$ cat src/rtl/vga_pattern_pkg.sv
`default_nettype none
// +----------------------------------------------------------------------+
// | vga_pattern_pkg : shared pattern IDs, scheduler states, colour levels |
// | Revision 1.0                                                          |
// +----------------------------------------------------------------------+
package vga_pattern_pkg;

  localparam logic [1:0] PAT_SOLID = 2'd0;
  localparam logic [1:0] PAT_BARS  = 2'd1;
  localparam logic [1:0] PAT_CHECK = 2'd2;
  localparam logic [1:0] PAT_GRAD  = 2'd3;

  localparam logic [1:0] SHOW    = 2'd0;
  localparam logic [1:0] PENDING = 2'd1;
  localparam logic [1:0] SWITCH  = 2'd2;

  localparam logic [9:0] COL_FULL = 10'd1023;
  localparam logic [9:0] COL_HALF = 10'd512;
  localparam logic [9:0] COL_ZERO = 10'd0;

endpackage
`default_nettype wire

$ cat src/rtl/vga_pattern_color.sv
`default_nettype none
// +----------------------------------------------------------------------+
// | vga_pattern_color : pattern ID + pixel coordinates -> RGB (comb)      |
// | Revision 1.0                                                          |
// +----------------------------------------------------------------------+
module vga_pattern_color
  import vga_pattern_pkg::*;
#(
  parameter int CHECK_SHIFT = 5
) (
  input  logic [1:0] iPattern,
  input  logic [9:0] iX,
  input  logic [9:0] iY,
  output logic [9:0] oRed,
  output logic [9:0] oGreen,
  output logic [9:0] oBlue
);

  logic w_checkOn;

  assign w_checkOn = iX[CHECK_SHIFT] ^ iY[CHECK_SHIFT];

  always_comb begin
    oRed   = COL_ZERO;
    oGreen = COL_ZERO;
    oBlue  = COL_ZERO;
    case (iPattern)
      PAT_SOLID: oGreen = COL_HALF;
      PAT_BARS: begin
        // Five bars of 128 columns; anything right of them stays black.
        case (iX[9:7])
          3'd0: begin oRed = COL_FULL; oGreen = COL_FULL; oBlue = COL_FULL; end
          3'd1: begin oRed = COL_FULL; oGreen = COL_FULL; end
          3'd2: begin oGreen = COL_FULL; oBlue = COL_FULL; end
          3'd3: oGreen = COL_FULL;
          3'd4: begin oRed = COL_FULL; oBlue = COL_FULL; end
          default: ;
        endcase
      end
      PAT_CHECK: begin
        if (w_checkOn) begin
          oRed   = COL_FULL;
          oGreen = COL_FULL;
          oBlue  = COL_FULL;
        end
      end
      default: begin
        oRed   = iX;
        oGreen = iY;
        oBlue  = COL_FULL - iX;
      end
    endcase
  end

endmodule
`default_nettype wire

$ cat src/rtl/vga_pattern_scheduler.sv
`default_nettype none
// +----------------------------------------------------------------------+
// | vga_pattern_scheduler : frame-aligned test-pattern sequencer + colour |
// | Revision 1.0                                                          |
// +----------------------------------------------------------------------+
module vga_pattern_scheduler
  import vga_pattern_pkg::*;
#(
  parameter int FRAMES_PER_PATTERN = 60,
  parameter int CHECK_SHIFT        = 5
) (
  input  logic       iVGA_CLK,
  input  logic       iRST_N,
  input  logic [9:0] iVGA_X,
  input  logic [9:0] iVGA_Y,
  input  logic       iNext,
  input  logic       iAuto,
  input  logic       iHold,
  output logic [9:0] oRed,
  output logic [9:0] oGreen,
  output logic [9:0] oBlue,
  output logic [1:0] oPattern,
  output logic       oFrame_Start,
  output logic       oAck
);

  localparam logic [7:0] c_LAST_FRAME = 8'(FRAMES_PER_PATTERN - 1);

  logic [9:0] r_prevX, r_prevY;
  logic       r_prevNext;
  logic [7:0] r_frameCnt;
  logic [1:0] r_state, w_nextState;
  logic [1:0] r_pattern;
  logic       r_frameStart, r_ack;
  logic [9:0] r_red, r_green, r_blue;
  logic [9:0] w_red, w_green, w_blue;
  logic       w_frameStart, w_nextEdge, w_autoReq, w_request, w_doSwitch;

  // Previous coordinates reset to a non-origin value so a frame beginning
  // right after reset release is still recognised.
  assign w_frameStart = (iVGA_X == 10'd0) && (iVGA_Y == 10'd0) &&
                        !((r_prevX == 10'd0) && (r_prevY == 10'd0));
  assign w_nextEdge   = iNext & ~r_prevNext;
  assign w_autoReq    = w_frameStart & iAuto & ~iHold & (r_frameCnt == c_LAST_FRAME);
  assign w_request    = w_nextEdge | w_autoReq;

  always_ff @(posedge iVGA_CLK or negedge iRST_N) begin
    if (!iRST_N) begin
      r_prevX      <= '1;
      r_prevY      <= '1;
      r_prevNext   <= 1'b0;
      r_frameStart <= 1'b0;
      r_frameCnt   <= 8'd0;
    end else begin
      r_prevX      <= iVGA_X;
      r_prevY      <= iVGA_Y;
      r_prevNext   <= iNext;
      r_frameStart <= w_frameStart;
      if (!iAuto)
        r_frameCnt <= 8'd0;
      else if (w_frameStart && !iHold)
        r_frameCnt <= (r_frameCnt == c_LAST_FRAME) ? 8'd0 : r_frameCnt + 8'd1;
    end
  end

  always_ff @(posedge iVGA_CLK or negedge iRST_N) begin
    if (!iRST_N)
      r_state <= SHOW;
    else
      r_state <= w_nextState;
  end

  // A request landing on a frame start needs no wait in PENDING.
  always_comb begin
    w_nextState = r_state;
    case (r_state)
      SHOW:    if (w_request) w_nextState = w_frameStart ? SWITCH : PENDING;
      PENDING: if (w_frameStart) w_nextState = SWITCH;
      SWITCH:  w_nextState = SHOW;
      default: w_nextState = SHOW;
    endcase
  end

  always_comb begin
    w_doSwitch = (r_state == SWITCH);
  end

  always_ff @(posedge iVGA_CLK or negedge iRST_N) begin
    if (!iRST_N) begin
      r_pattern <= PAT_SOLID;
      r_ack     <= 1'b0;
    end else begin
      r_ack <= w_doSwitch;
      if (w_doSwitch)
        r_pattern <= r_pattern + 2'd1;
    end
  end

  vga_pattern_color #(
    .CHECK_SHIFT (CHECK_SHIFT)
  ) u_color (
    .iPattern (r_pattern),
    .iX       (iVGA_X),
    .iY       (iVGA_Y),
    .oRed     (w_red),
    .oGreen   (w_green),
    .oBlue    (w_blue)
  );

  always_ff @(posedge iVGA_CLK or negedge iRST_N) begin
    if (!iRST_N) begin
      r_red   <= 10'd0;
      r_green <= 10'd0;
      r_blue  <= 10'd0;
    end else begin
      r_red   <= w_red;
      r_green <= w_green;
      r_blue  <= w_blue;
    end
  end

  assign oRed         = r_red;
  assign oGreen       = r_green;
  assign oBlue        = r_blue;
  assign oPattern     = r_pattern;
  assign oFrame_Start = r_frameStart;
  assign oAck         = r_ack;

endmodule
`default_nettype wire

$ cat config.mk
export PLATFORM = sky130hd
export DESIGN_NAME = vga_pattern_scheduler
export DESIGN_NICKNAME = d
export VERILOG_FILES = /design/src/rtl/vga_pattern_pkg.sv /design/src/rtl/vga_pattern_color.sv /design/src/rtl/vga_pattern_scheduler.sv
export SDC_FILE = /design/constraint.sdc
export NUM_CORES = 1
export LEC_CHECK = 0
export CAP_MARGIN = 10
export CORE_MARGIN = 2
export CORE_UTILIZATION = 25
export DETAILED_ROUTE_END_ITERATION = 12
export GPL_TIMING_DRIVEN = 1
export HOLD_SLACK_MARGIN = 0.05
export PLACE_DENSITY = 0.56
export SLEW_MARGIN = 20
export SYNTH_ARGS = -nofsm -noshare
export SYNTH_HDL_FRONTEND = slang
export SYNTH_SLANG_ARGS = --single-unit
export TNS_END_PERCENT = 20
$ cat constraint.sdc
create_clock -name iVGA_CLK -period 1.55 [get_ports iVGA_CLK]
set_input_delay 0.3875 -clock iVGA_CLK [delete_from_list [all_inputs] [get_ports iVGA_CLK]]
set_output_delay 0.3875 -clock iVGA_CLK [all_outputs]
set_load 0.02 [all_outputs]
======== Word level (Yosys, flattened, before mapping) ========
Index checks and enable logic that the tools add are counted.
W data, S select, Z words.
word-level totals
  word-level logic and storage cells ...... 65
  input port bits ......................... 25
  output and inout bits ................... 34
  bits in registers ....................... 65
cells by class
  bitwise logic cells ..................... 8
  equality and inequality tests ........... 12
  mux-type cells .......................... 14
  $add $sub $neg .......................... 3
  reductions and logical operators ........ 17
operators with widths
  operator                  number
  $pmux W10 S3              3
  $logic_not A10 Y1         4
  $mux W10                  4
  $mux W8                   3
  $sub A10 B10 Y10 const A  1
  $add A8 B1 Y8 const B     1
  $eq A8 B6 Y1 const B      1
  $eq A3 B2 Y1 const B      2
  $mux W2                   3
  $reduce_or A3 Y1          2
  $and A1 B1 Y1             4
  $eq A2 B1 Y1 const B      2
  $eq A2 B2 Y1 const B      2
  $logic_and A1 B1 Y1       4
  $logic_not A2 Y1          2
  $ne A2 B2 Y1 const B      2
  $pmux W2 S2               1
  $reduce_or A4 Y1          1
  $eq A3 B1 Y1 const B      1
  $eq A3 B3 Y1 const B      1
  $logic_not A3 Y1          1
  $add A2 B1 Y2 const B     1
  $logic_not A1 Y1          2
  $ne A2 B1 Y1 const B      1
  other kinds (4)           5

======== Longest topological paths before layout ========
  word-level depth ........................ 10
  depth in mapped cells ................... 6
  gate-level depth less buffers ........... 6

======== Cells and area by module ========
A second synthesis with hierarchy kept.
unflattened totals
  cells, all modules ...................... 186
  area total of the unflattened synthesis .. 2414.8 sq um
by module, submodules not included
  module                 cells an instance  area each (sq um)  instances  seq. area each (sq um)
  vga_pattern_scheduler  131                2093.3             1          1651.6
  vga_pattern_color      55                 321.6              1          0.0

======== Worst setup path after synthesis ========
No wires, ideal clock.
  kind .................................... input to register
  start ................................... in iVGA_X[3]
  end ..................................... reg r_frameCnt[6]
  setup slack ............................. -0.290 ns
  setup time .............................. 0.078 ns
  arrival ................................. 1.762 ns
  buffers on the path ..................... 0
  stages .................................. 5
  data required time ...................... 1.472 ns
  path through ............................ or4_4 -> nor3_2 -> o211ai_2 -> or3b_1 -> o2bb2ai_1
on the way
  longest elaborated chain between the ends .. 5
RTL lines
  element                           line                         source
  start, declared                   vga_pattern_scheduler.sv:14  input logic [9:0] iVGA_X,
  $logic_not A10 Y1                 vga_pattern_scheduler.sv:41  assign w_frameStart = (iVGA_X == 10'd0) && (iVGA_Y == 10'd0) &&
  $logic_and A1 B1 Y1 (2 in a row)  vga_pattern_scheduler.sv:41
  $logic_and A1 B1 Y1               vga_pattern_scheduler.sv:61  else if (w_frameStart && !iHold)
  $ne A2 B1 Y1 (no line)            -
  end signal, assigned              vga_pattern_scheduler.sv:62  r_frameCnt <= (r_frameCnt == c_LAST_FRAME) ? 8'd0 : r_frameCnt + 8'd1;
  end, declared                     vga_pattern_scheduler.sv:31  logic [7:0] r_frameCnt;
Every way passes these cells.
A chain may end at the register's enable or synchronous reset.

======== Final worst setup path ========
  start ................................... in iVGA_X[2]
  end ..................................... reg r_frameCnt[5]
The elaborated chain is that of the path after synthesis.

==> impl_metrics.env <==
export IMPL_yosysWarnings=0
export IMPL_ys_ff_latch=65
export IMPL_period_needed_ns=1.708
export IMPL_cts_root_buffer="clkbuf_8"
export IMPL_end_kind="flop"
export IMPL_arrival_ns=1.99
export IMPL_ant_nets=0
export IMPL_synthCells=199
export IMPL_drc=0
export IMPL_critPathRequiredTime_ns=1.83
export IMPL_io_buffer_count=58
export IMPL_die_w_um=102.6
export IMPL_slew_headroom=0.7602
export IMPL_die_area_um2=10520
export IMPL_ys_top_cells_by_area="dfrtp_1 (46%), dfstp_2 (22%), a21oi_1 (7.4%)"
export IMPL_yosysMostFrequentCell="dfrtp_1"
export IMPL_antenna_found_initial=0
export IMPL_ys_seq_area_frac=0.6797
export IMPL_report_final_slew_viol_count=0
export IMPL_setup_viol=8
export IMPL_core_area_um2=9328
export IMPL_hold_viol=0
export IMPL_synth_commonest_cells="dfrtp_1 (45), a21oi_1 (36), inv_1 (24)"
export IMPL_peakVddDrop_mv=0.4076
export IMPL_first_pass_iters=4
export IMPL_nNetsFinal=341
export IMPL_synth_top_area_cell="dfrtp_1"
export IMPL_io_pins=59
export IMPL_synth_nets=229
export IMPL_layout_drive_gt1_share=0.4051
export IMPL_rsz0062_at_grt="yes"
export IMPL_worst_slew_pin_slew_ns=0.3589
export IMPL_multi_input_area_um2=849.6
export IMPL_leakage_uw=0.001973
export IMPL_crit_type="in2reg"
export IMPL_dieHeight_um=102.6
export IMPL_clkTransAtPathRegs_ns=0.07
export IMPL_grt_pass1_wl_um=9908
export IMPL_nFillCells=909
export IMPL_synth_ff_type="dfrtp_1"
export IMPL_hold_depth=1
export IMPL_postSynthAreaPerCell_um2=12.21
export IMPL_wirelength_um=6084
export IMPL_grt_pass1_vias=1961
export IMPL_place_area_um2=3488
export IMPL_synth_area_um2=2430
export IMPL_grt_use_total=0.1254
export IMPL_cts_made_buffers=9
export IMPL_synth_edff_count=0
export IMPL_hold_slack_ns=0.1787
export IMPL_htreeDepth=3
export IMPL_grt_max_degree=31
export IMPL_finalCritPeriodShare=1.102
export IMPL_syn2layout_area_growth_pct=58.34
export IMPL_place_congestion=0.8069
export IMPL_clockBufferDepth=2
export IMPL_fmax_mhz=585.4
export IMPL_via_per_inst=4.175
export IMPL_wl_per_cell_um=13.67
export IMPL_powerDensity_nw_per_um2=900.6
export IMPL_final_area_um2=3847
export IMPL_cts_sinks=65
export IMPL_vias=1858
export IMPL_initial_core_util=0.2605
export IMPL_insertion_delay_ns=0.34
export IMPL_yosysUniqueCellTypes=32
export IMPL_dr_first_iter_drc_count=69
export IMPL_cp_start_kind="input pin"
export IMPL_tritoncts="built"
export IMPL_antenna_cells=0
export IMPL_num_rows=35
export IMPL_hold_path_class="in2reg"
export IMPL_setup_slack_ns=-0.1582
export IMPL_yosysTopAreaCellShare=0.4634
export IMPL_seqCellArea_um2=1652
export IMPL_synth_async_reset_ratio=1.000
export IMPL_reg2regPathDepth=6
export IMPL_violations="negative setup slack"
export IMPL_overflow=0
export IMPL_fin_skew_ns=0.008811
export IMPL_max_cap_violations=0
export IMPL_critPathMaxFanout=5
export IMPL_status="complete, but fails checks"
export IMPL_dp_hpwl_um=4324
[critical path: stages]
cell and delay (ns):
buf_6 0.09, or4_4 0.57, buf_12 0.15, a311oi_4 0.30, o2111ai_4 0.23, a21oi_2 0.16
a21o_1 0.09
[final cells by class]
class,instances,share of cell area
clock buffers,14,0.04488
clock inverters,2,0.009106
inverters,24,0.02341
multi-input cells,107,0.2208
flip-flops and latches,65,0.4293
well taps,129,0.04195
repair buffers,104,0.2306
[metrics by stage]
step           setup WS, ns  utilization  total power (µW)  TNS [ns]  std cells
6_report            -0.1582       0.4125              3465    -1.126        445
5_1_grt             -0.2072       0.4125              3637    -1.469        445
4_1_cts             -0.1361       0.4064              3511   -0.7556        444
3_5_place_dp        -0.8709       0.3740              1995    -19.10        424
3_3_place_gp        -0.8519       0.3740              1995    -18.53        424
2_1_floorplan       -0.2510            -              1806    -3.954        199
[cells by family after synthesis]
family | after synthesis | synth area share
compound gates | 55 | 0.1334
buf+inv | 27 | 0.04171
xor+xnor | 4 | 0.01442
fa+ha+maj | 5 | 0.02575
simple gates | 43 | 0.1050
flops | 65 | 0.6797
[layer usage]
metal,up-vias,global-route usage,share of wire
met5,-,0,0
met1,909,0.1710,0.47
met3,6,0.05288,0.049
met2,41,0.1870,0.47
met4,0,0.02769,0.0076
li1,902,-,-
[placed cells by master, fill, tap and decap left out, types with 6 or more instances in the layout]
cell	synthesis	layout
dfrtp_1	45	45
buf_4	0	40
dlygate4sd2_1	0	35
a21oi_1	36	31
inv_1	24	23
dfstp_2	20	20
clkbuf_8	0	12
nand2_1	9	8
buf_6	0	7
a21o_1	6	6
buf_2	0	6
[repair_timing]
action	in CTS	in global routing
resized for setup	119	19
setup buffers	3	1
endpoints found under the setup margin	54	38
hold buffers	1	0
endpoints found under the hold margin	10	0
cloned	0	0
pin swaps	21	11
[report_power, final]
| group | internal (µW) | total (µW) | leakage, µW | switching (µW) |
|---|---|---|---|---|
| clock network | 874 | 1490 | 0.000107 | 614 |
| logic | 111 | 212 | 0.00104 | 101 |
| registers | 1750 | 1760 | 0.000827 | 18.6 |
| total | 2730 | 3460 | 0.00197 | 734 |
[sequential cells by signal (all words and copies together), names as in the netlist]
register,cells
oGreen,10
r_prevNext,1
oRed,10
r_prevY,10
oBlue,10
r_frameCnt,8
oFrame_Start,1
oAck,1
r_prevX,10
r_state,2
oPattern,2
[final timing paths]
kind | start | end | slack (ns)
setup / recovery | iVGA_X[2] | r_frameCnt[5] | -0.16
hold / removal | iVGA_Y[4] | r_prevY[4] | 0.18
setup reg to reg | r_frameCnt[1] | r_frameCnt[5] | -0.10
hold reg to reg | r_state[1] | r_state[0] | 0.47
max in group asynchronous | iRST_N | r_prevX[8] | 0.54
min in group asynchronous | iRST_N | r_prevNext | 0.48
Power figures use the tool's default switching activity.
